**src/rtl/shift_add_mul_ctrl_pkg.sv**
```systemverilog
// Shared definitions for the shift-and-add multiplier controller:
// operand/product widths, iteration count and FSM state encoding.
package shift_add_mul_ctrl_pkg;

  localparam int MUL_W  = 8;
  localparam int PROD_W = 16;
  localparam int STEPS  = 8;

  // Value of the step counter on the final iteration.
  localparam logic [2:0] LAST_STEP = 3'd7;

  // Encoding 2'd3 is unused and recovers to IDLE.
  typedef enum logic [1:0] {
    ST_IDLE = 2'd0,
    ST_RUN  = 2'd1,
    ST_DONE = 2'd2
  } state_t;

endpackage

```
**src/rtl/shift_add_mul_ctrl_if.sv**
```systemverilog
// Operand and result handshake bundle for the shift-and-add multiplier.
//   start_valid/start_ready/a/b : operand pair transfer into the multiplier
//   res_valid/res_ready/product : product transfer out of the multiplier
//   busy                        : multiplier is working on or holding a result
// master = operand source / result consumer, slave = multiplier.
interface shift_add_mul_ctrl_if;
  import shift_add_mul_ctrl_pkg::*;

  logic              start_valid;
  logic              start_ready;
  logic [MUL_W-1:0]  a;
  logic [MUL_W-1:0]  b;
  logic              res_valid;
  logic              res_ready;
  logic [PROD_W-1:0] product;
  logic              busy;

  modport master (
    output start_valid, a, b, res_ready,
    input  start_ready, res_valid, product, busy
  );

  modport slave (
    input  start_valid, a, b, res_ready,
    output start_ready, res_valid, product, busy
  );

endinterface

```
**src/rtl/ADDER_8bit.sv**
```systemverilog
// 8-bit ripple-carry adder built from a chain of full adders.
//   x, y : addends
//   cin  : carry in
//   sum  : low 8 bits of x + y + cin
//   cout : carry out of bit 7
module ADDER_8bit (
  input  logic [7:0] x,
  input  logic [7:0] y,
  input  logic       cin,
  output logic [7:0] sum,
  output logic       cout
);

  logic [8:0] carry_s;

  assign carry_s[0] = cin;

  for (genvar i = 0; i < 8; i++) begin : g_fa
    assign sum[i]       = x[i] ^ y[i] ^ carry_s[i];
    assign carry_s[i+1] = (x[i] & y[i]) | (carry_s[i] & (x[i] ^ y[i]));
  end

  assign cout = carry_s[8];

endmodule

```
**src/rtl/SWITCH_8bit.sv**
```systemverilog
// 8-bit AND gate: passes din when en is high, otherwise drives zero.
//   din  : data in
//   en   : gate enable, applied to every bit
//   dout : gated data out
module SWITCH_8bit (
  input  logic [7:0] din,
  input  logic       en,
  output logic [7:0] dout
);

  assign dout = din & {8{en}};

endmodule

```
**src/rtl/shift_add_mul_dp.sv**
```systemverilog
// Shift-and-add datapath: holds the multiplicand and the combined
// accumulator/multiplier register, and performs one iteration per step.
//   clk, rst_n : clock, async active-low reset
//   load       : capture a into mcand and {0, b} into acc
//   step       : replace acc with acc_next
//   a, b       : operands
//   acc_next   : acc after the current iteration (used for the final product)
module shift_add_mul_dp
  import shift_add_mul_ctrl_pkg::*;
(
  input  logic              clk,
  input  logic              rst_n,
  input  logic              load,
  input  logic              step,
  input  logic [MUL_W-1:0]  a,
  input  logic [MUL_W-1:0]  b,
  output logic [PROD_W-1:0] acc_next
);

  logic [MUL_W-1:0]  mcand_r;
  logic [PROD_W-1:0] acc_r;
  logic [MUL_W-1:0]  gated_s;
  logic [MUL_W-1:0]  sum_s;
  logic              carry_s;

  // Multiplicand is added only when the current multiplier LSB is set.
  SWITCH_8bit u_switch (
    .din  (mcand_r),
    .en   (acc_r[0]),
    .dout (gated_s)
  );

  ADDER_8bit u_adder (
    .x    (acc_r[15:8]),
    .y    (gated_s),
    .cin  (1'b0),
    .sum  (sum_s),
    .cout (carry_s)
  );

  // Carry becomes the new MSB so no bit of the partial product is lost;
  // the consumed multiplier bit drops off the bottom.
  assign acc_next = {carry_s, sum_s, acc_r[7:1]};

  // Operand capture and per-step accumulator update.
  always_ff @(posedge clk or negedge rst_n) begin
    if (!rst_n) begin
      mcand_r <= 8'h00;
      acc_r   <= 16'h0000;
    end else if (load) begin
      mcand_r <= a;
      acc_r   <= {8'h00, b};
    end else if (step) begin
      acc_r   <= acc_next;
    end
  end

endmodule

```
**src/rtl/shift_add_mul_ctrl.sv**
```systemverilog
// Sequential 8x8 -> 16 unsigned multiplier controller. Accepts an operand
// pair in IDLE, iterates one multiplier bit per cycle for 8 cycles in RUN,
// then presents the product in DONE until the consumer accepts it.
//   clk, rst_n : clock, async active-low reset
//   bus        : slave side of the operand/result handshake bundle
module shift_add_mul_ctrl
  import shift_add_mul_ctrl_pkg::*;
(
  input  logic                 clk,
  input  logic                 rst_n,
  shift_add_mul_ctrl_if.slave  bus
);

  state_t            state_r;
  state_t            next_s;
  logic [2:0]        cnt_r;
  logic [PROD_W-1:0] prod_r;
  logic              res_valid_r;
  logic              busy_r;
  logic              load_s;
  logic              step_s;
  logic              last_s;
  logic [PROD_W-1:0] acc_next_s;

  shift_add_mul_dp u_dp (
    .clk      (clk),
    .rst_n    (rst_n),
    .load     (load_s),
    .step     (step_s),
    .a        (bus.a),
    .b        (bus.b),
    .acc_next (acc_next_s)
  );

  assign last_s = (cnt_r == LAST_STEP);

  // Next-state and datapath strobe decode.
  always_comb begin
    next_s = state_r;
    load_s = 1'b0;
    step_s = 1'b0;
    case (state_r)
      ST_IDLE: begin
        if (bus.start_valid) begin
          load_s = 1'b1;
          next_s = ST_RUN;
        end else begin
          next_s = ST_IDLE;
        end
      end
      ST_RUN: begin
        step_s = 1'b1;
        if (last_s) begin
          next_s = ST_DONE;
        end else begin
          next_s = ST_RUN;
        end
      end
      ST_DONE: begin
        if (bus.res_ready) begin
          next_s = ST_IDLE;
        end else begin
          next_s = ST_DONE;
        end
      end
      default: begin
        next_s = ST_IDLE;
      end
    endcase
  end

  // State, step counter, registered status flags and product hold register.
  always_ff @(posedge clk or negedge rst_n) begin
    if (!rst_n) begin
      state_r     <= ST_IDLE;
      cnt_r       <= 3'd0;
      prod_r      <= 16'h0000;
      res_valid_r <= 1'b0;
      busy_r      <= 1'b0;
    end else begin
      state_r     <= next_s;
      res_valid_r <= (next_s == ST_DONE);
      busy_r      <= (next_s == ST_RUN) || (next_s == ST_DONE);
      if (load_s) begin
        cnt_r <= 3'd0;
      end else if (step_s) begin
        cnt_r <= cnt_r + 3'd1;
      end
      // Product only changes on the RUN->DONE edge, held everywhere else.
      if (step_s && last_s) begin
        prod_r <= acc_next_s;
      end
    end
  end

  assign bus.start_ready = (state_r == ST_IDLE);
  assign bus.res_valid   = res_valid_r;
  assign bus.busy        = busy_r;
  assign bus.product     = prod_r;

endmodule
```
**src/flat_wrapper.sv**
```systemverilog
// flat-port wrapper written by rule: the top's interface ports become plain ports
module shift_add_mul_ctrl_flat import shift_add_mul_ctrl_pkg::*;
  (clk, rst_n, bus_start_valid, bus_a, bus_b, bus_res_ready, bus_start_ready, bus_res_valid, bus_product, bus_busy);
  shift_add_mul_ctrl_if bus_i ();
  input  logic clk;
  input  logic rst_n;
  input wire logic [$bits(bus_i.start_valid)-1:0] bus_start_valid;
  input wire logic [$bits(bus_i.a)-1:0] bus_a;
  input wire logic [$bits(bus_i.b)-1:0] bus_b;
  input wire logic [$bits(bus_i.res_ready)-1:0] bus_res_ready;
  output wire logic [$bits(bus_i.start_ready)-1:0] bus_start_ready;
  output wire logic [$bits(bus_i.res_valid)-1:0] bus_res_valid;
  output wire logic [$bits(bus_i.product)-1:0] bus_product;
  output wire logic [$bits(bus_i.busy)-1:0] bus_busy;
  assign bus_i.start_valid = bus_start_valid;
  assign bus_i.a = bus_a;
  assign bus_i.b = bus_b;
  assign bus_i.res_ready = bus_res_ready;
  assign bus_start_ready = bus_i.start_ready;
  assign bus_res_valid = bus_i.res_valid;
  assign bus_product = bus_i.product;
  assign bus_busy = bus_i.busy;
  shift_add_mul_ctrl u_core (.clk(clk), .rst_n(rst_n), .bus(bus_i));
endmodule
```
**config.mk**
```make
export PLATFORM = sky130hd
export DESIGN_NAME = shift_add_mul_ctrl_flat
export DESIGN_NICKNAME = d
export VERILOG_FILES = /design/src/rtl/shift_add_mul_ctrl_pkg.sv /design/src/rtl/shift_add_mul_ctrl_if.sv /design/src/rtl/ADDER_8bit.sv /design/src/rtl/SWITCH_8bit.sv /design/src/rtl/shift_add_mul_dp.sv /design/src/rtl/shift_add_mul_ctrl.sv /design/src/flat_wrapper.sv
export SDC_FILE = /design/constraint.sdc
export NUM_CORES = 1
export LEC_CHECK = 0
export CORE_MARGIN = 3
export CORE_UTILIZATION = 51
export CTS_CLUSTER_DIAMETER = 40
export CTS_CLUSTER_SIZE = 25
export DETAILED_ROUTE_END_ITERATION = 12
export DONT_BUFFER_PORTS = 1
export PLACE_DENSITY = 0.67
export SLEW_MARGIN = 15
export SYNTH_ARGS = -nofsm -noshare
export SYNTH_HDL_FRONTEND = slang
export SYNTH_HIERARCHICAL = 1
export SYNTH_SLANG_ARGS = --single-unit
export TNS_END_PERCENT = 100
```
**constraint.sdc**
```tcl
create_clock -name clk -period 4.8 [get_ports clk]
set_input_delay 0.72 -clock clk [delete_from_list [all_inputs] [get_ports clk]]
set_output_delay 0.72 -clock clk [all_outputs]
set_load 0.02 [all_outputs]
```
==> run_results.csv <==
group,metric,value,unit
setup_path,critPathMaxFanout,9,
cells_and_area,drive_gt1_share,21.2,%
logic_synthesis,synth_top_cells_by_area,"dfrtp_1 51%, mux2_4 9.8%, fa_1 7.0%",
setup_path,worst_setup_path_end_kind,"flip-flop",
clock_network,postCtsSetupBuffers,0,
route,drc,0,
cells_and_area,nNetsFinal,195,
cells_and_area,areaGrowthSynthToFinish,1.85,%
clock_network,path_clk_slew,0.08,ns
clock_network,cts_tree,"done",
job,drv_cap,0,
logic_synthesis,ys_ff_latch,47,
placed_design,io_buffers,0,
logic_synthesis,yosysWarnings,6,
setup_path,cp.required,5.02,ns
timing,timing.setup.tns,0,ns
cells_and_area,finalInstanceArea,0.00234,mm^2
floorplan,ios,39,
floorplan,dieArea,0.00535,mm^2
grt,grt_pass1_wl,6170,um
floorplan,die_h,73.2,um
floorplan,core-area,0.00417,mm^2
placed_design,hpwl,2440,um
clock_network,clock_latency,0.29,ns
route,drtIter0Drc,72,
grt,grt_max_degree,48,
route,ant_nets,0,
outcome,status,"finished clean",
timing,fmax,247,MHz
grt,grt_pass1_vias,1268,
grt,overflow,0,
timing,final.setup_skew,0.00332,ns
setup_path,crit_top_cell,"fa_1",
floorplan,die_x,73.2,um
setup_path,worstSetupPathType,"reg -> reg",
logic_synthesis,synthFlopType,"dfrtp_1",
setup_path,cp-start-kind,"flip-flop",
logic_synthesis,syn_inst,171,
grt,antenna_found_initial,0,
clock_network,max-clock-path-buffers,2,
timing,period_share,84.4,%
route,vias,1143,
route,drt_pass1_iterations,4,
grt,grt.total_usage,15.3,%
route,routed_wirelength,3610,um
setup_path,path_cells,"and2_1 -> fa_1 -> inv_1 -> fa_1 -> inv_1 -> fa_1 -> fa_1 -> fa_1 -> fa_1 -> fa_1 -> inv_1 -> fa_1 -> inv_1 -> mux2i_1 -> nor2_1",
setup_path,cpPeakStageDelay,0.45,ns
route,routed_via_density,5.32,
logic_synthesis,ys_seq_area_share,51.1,%
logic_synthesis,synth_edf_count,0,
logic_synthesis,yosysMostFrequentCell,"dfrtp_1",
timing,setup_viol,0,
placed_design,place_area,0.00224,mm^2
cells_and_area,n_antenna_cell,0,
logic_synthesis,synth_common_cells,"47 x dfrtp_1, 16 x mux2i_1, 15 x mux2_4",
timing,hold_viol,0,
power,powerDensity,706,mW/mm^2
placed_design,globalplace.congestion,0.738,
timing,slew_violations,0,
route,post_drt_wl_per_cell,16.8,um
setup_path,critPathTopFamily,"adder cells",
clock_network,root_buffer,"clkbuf_8",
power,ir_drop,0.351,mV
floorplan,rows,23,
min_path,min_path_type,"in -> async",
clock_network,htreeDepth,2,
cells_and_area,post_layout_nonfiller_instances,215,
timing,period_needed,4.05,ns
timing,grt_setup_unrepaired,"false",
clock_network,numCtsBuffers,5,
clock_network,cts.sinks,47,
power,fin_total_pwr,1.65,mW
timing,hold_ws,0.110,ns
setup_path,critPathArrivalTime,4.28,ns
logic_synthesis,synth.net_count,202,
floorplan,initial_core_util,55.1,%
logic_synthesis,ys_async_sr_fraction,100,%
placed_design,place_inst,207,
setup_path,cpMaxStageDelayCell,"dfrtp_1",
logic_synthesis,synth.distinct_cells,25,
timing,worstMarginPinSlew,0.665,ns
power,p_leak,1.20,nW
setup_path,critPathBufInv,4,
logic_synthesis,postSynthAreaPerCell,13.5,um^2
timing,relSlewSlack,55.6,%
clock_network,holdBufCountCts,0,
logic_synthesis,yosys.area.top_type_share,51.1,%
logic_synthesis,synth_top_cell_by_area,"dfrtp_1",
clock_network,post_cts_resized,0,
logic_synthesis,syn-cell-area,0.00230,mm^2
cells by family (layout without fill, tap and decap cells):
logic type      after synthesis  after routing  synth area share (%)
simple gates                 31             31                  7.23
other cells                   1              1                 0.163
fa+ha+maj                    11             11                  8.59
buf+inv                      26             20                  7.67
mux                          41             41                  21.6
flops                        47             47                  51.1
compound gates               14             14                  3.59
state kept, by name, indices dropped and copies added (netlist names):
signal                flops
u_core/bus.busy           1
u_core/bus.res_valid      1
u_core/cnt_r              3
u_core/bus.product       16
u_core/u_dp/mcand_r       8
u_core/u_dp/acc_r        16
u_core/state_r            2
worst reg2reg max path: cells and delay by family (launching register included):
family                   cells  cell delay [ns]
flip-flops                   1             0.45
AND/OR/NAND/NOR              2             0.31
adder cells (fa/ha/maj)      8             2.86
multiplexers                 1             0.08
buffers and inverters        4             0.29
final timing paths:
kind | startpoint | to | slack (ns) | cells after the start
max | u_core/u_dp/acc_r[0] | u_core/u_dp/acc_r[14] | 0.75 | 15
min | rst_n | u_core/bus.product[4] | 0.11 | 0
max reg2reg | u_core/u_dp/acc_r[0] | u_core/u_dp/acc_r[14] | 0.75 | 15
min reg2reg | u_core/u_dp/mcand_r[7] | u_core/u_dp/mcand_r[7] | 0.51 | 1
max in group asynchronous | rst_n | u_core/u_dp/acc_r[12] | 4.60 | 0
min in group clk | u_core/u_dp/mcand_r[7] | u_core/u_dp/mcand_r[7] | 0.51 | 1
layout make-up:
cell class | instances | area (um^2)
Fill cell | 338 | 1830
Multi-Input combinational cell | 98 | 956
Timing Repair Buffer | 1 | 7.51
Tap cell | 50 | 62.6
Sequential cell | 47 | 1180
Inverter | 11 | 41.3
Clock buffer | 8 | 100
per-layer routing:
layer  wire length [um]  track usage [%]  up-vias
met3                232             6.20        2
li1                   -                -      540
met2               1760             23.6       29
met1               1600             19.6      572
met5                  0                0        -
met4                 19             4.92        0
stage by stage:
step / setup WS (ns) / util [%]
2_1_floorplan: 0.975 / -
3_3_place_gp: 0.843 / 53.6
3_5_place_dp: 0.712 / 53.6
4_1_cts: 0.693 / 56.0
5_1_grt: 0.545 / 56.2
6_report: 0.747 / 56.2
report_power, final:
part	total [mW]	leakage (nW)	switching (mW)	internal (mW)
sequential	0.790	0.582	0.211	0.580
clock	0.255	0.0515	0.123	0.131
combinational	0.610	0.563	0.272	0.338
total	1.65	1.20	0.606	1.05
cells in the final DEF (no fill, tap or decap):
| cell | Yosys | routed |
|---|---|---|
| and2_1 | 9 | 9 |
| dfrtp_1 | 47 | 47 |
| a21oi_1 | 1 | 1 |
| a22o_1 | 2 | 2 |
| nor2b_4 | 0 | 1 |
| clkbuf_1 | 0 | 1 |
| nand2b_1 | 2 | 2 |
| nor2_1 | 9 | 9 |
| mux2_2 | 10 | 10 |
| o21bai_1 | 1 | 1 |
| o21ai_1 | 2 | 2 |
| nand2_1 | 8 | 8 |
| conb_1 | 1 | 1 |
| mux2i_1 | 16 | 16 |
| buf_4 | 8 | 1 |
| inv_1 | 11 | 11 |
| o21ai_0 | 7 | 7 |
| mux2_4 | 15 | 15 |
| fa_1 | 8 | 8 |
| nand3b_4 | 1 | 1 |
| a21o_1 | 1 | 1 |
| ha_1 | 3 | 3 |
| clkbuf_8 | 0 | 7 |
| or2b_1 | 1 | 1 |
(Power assumes the default switching activity.)
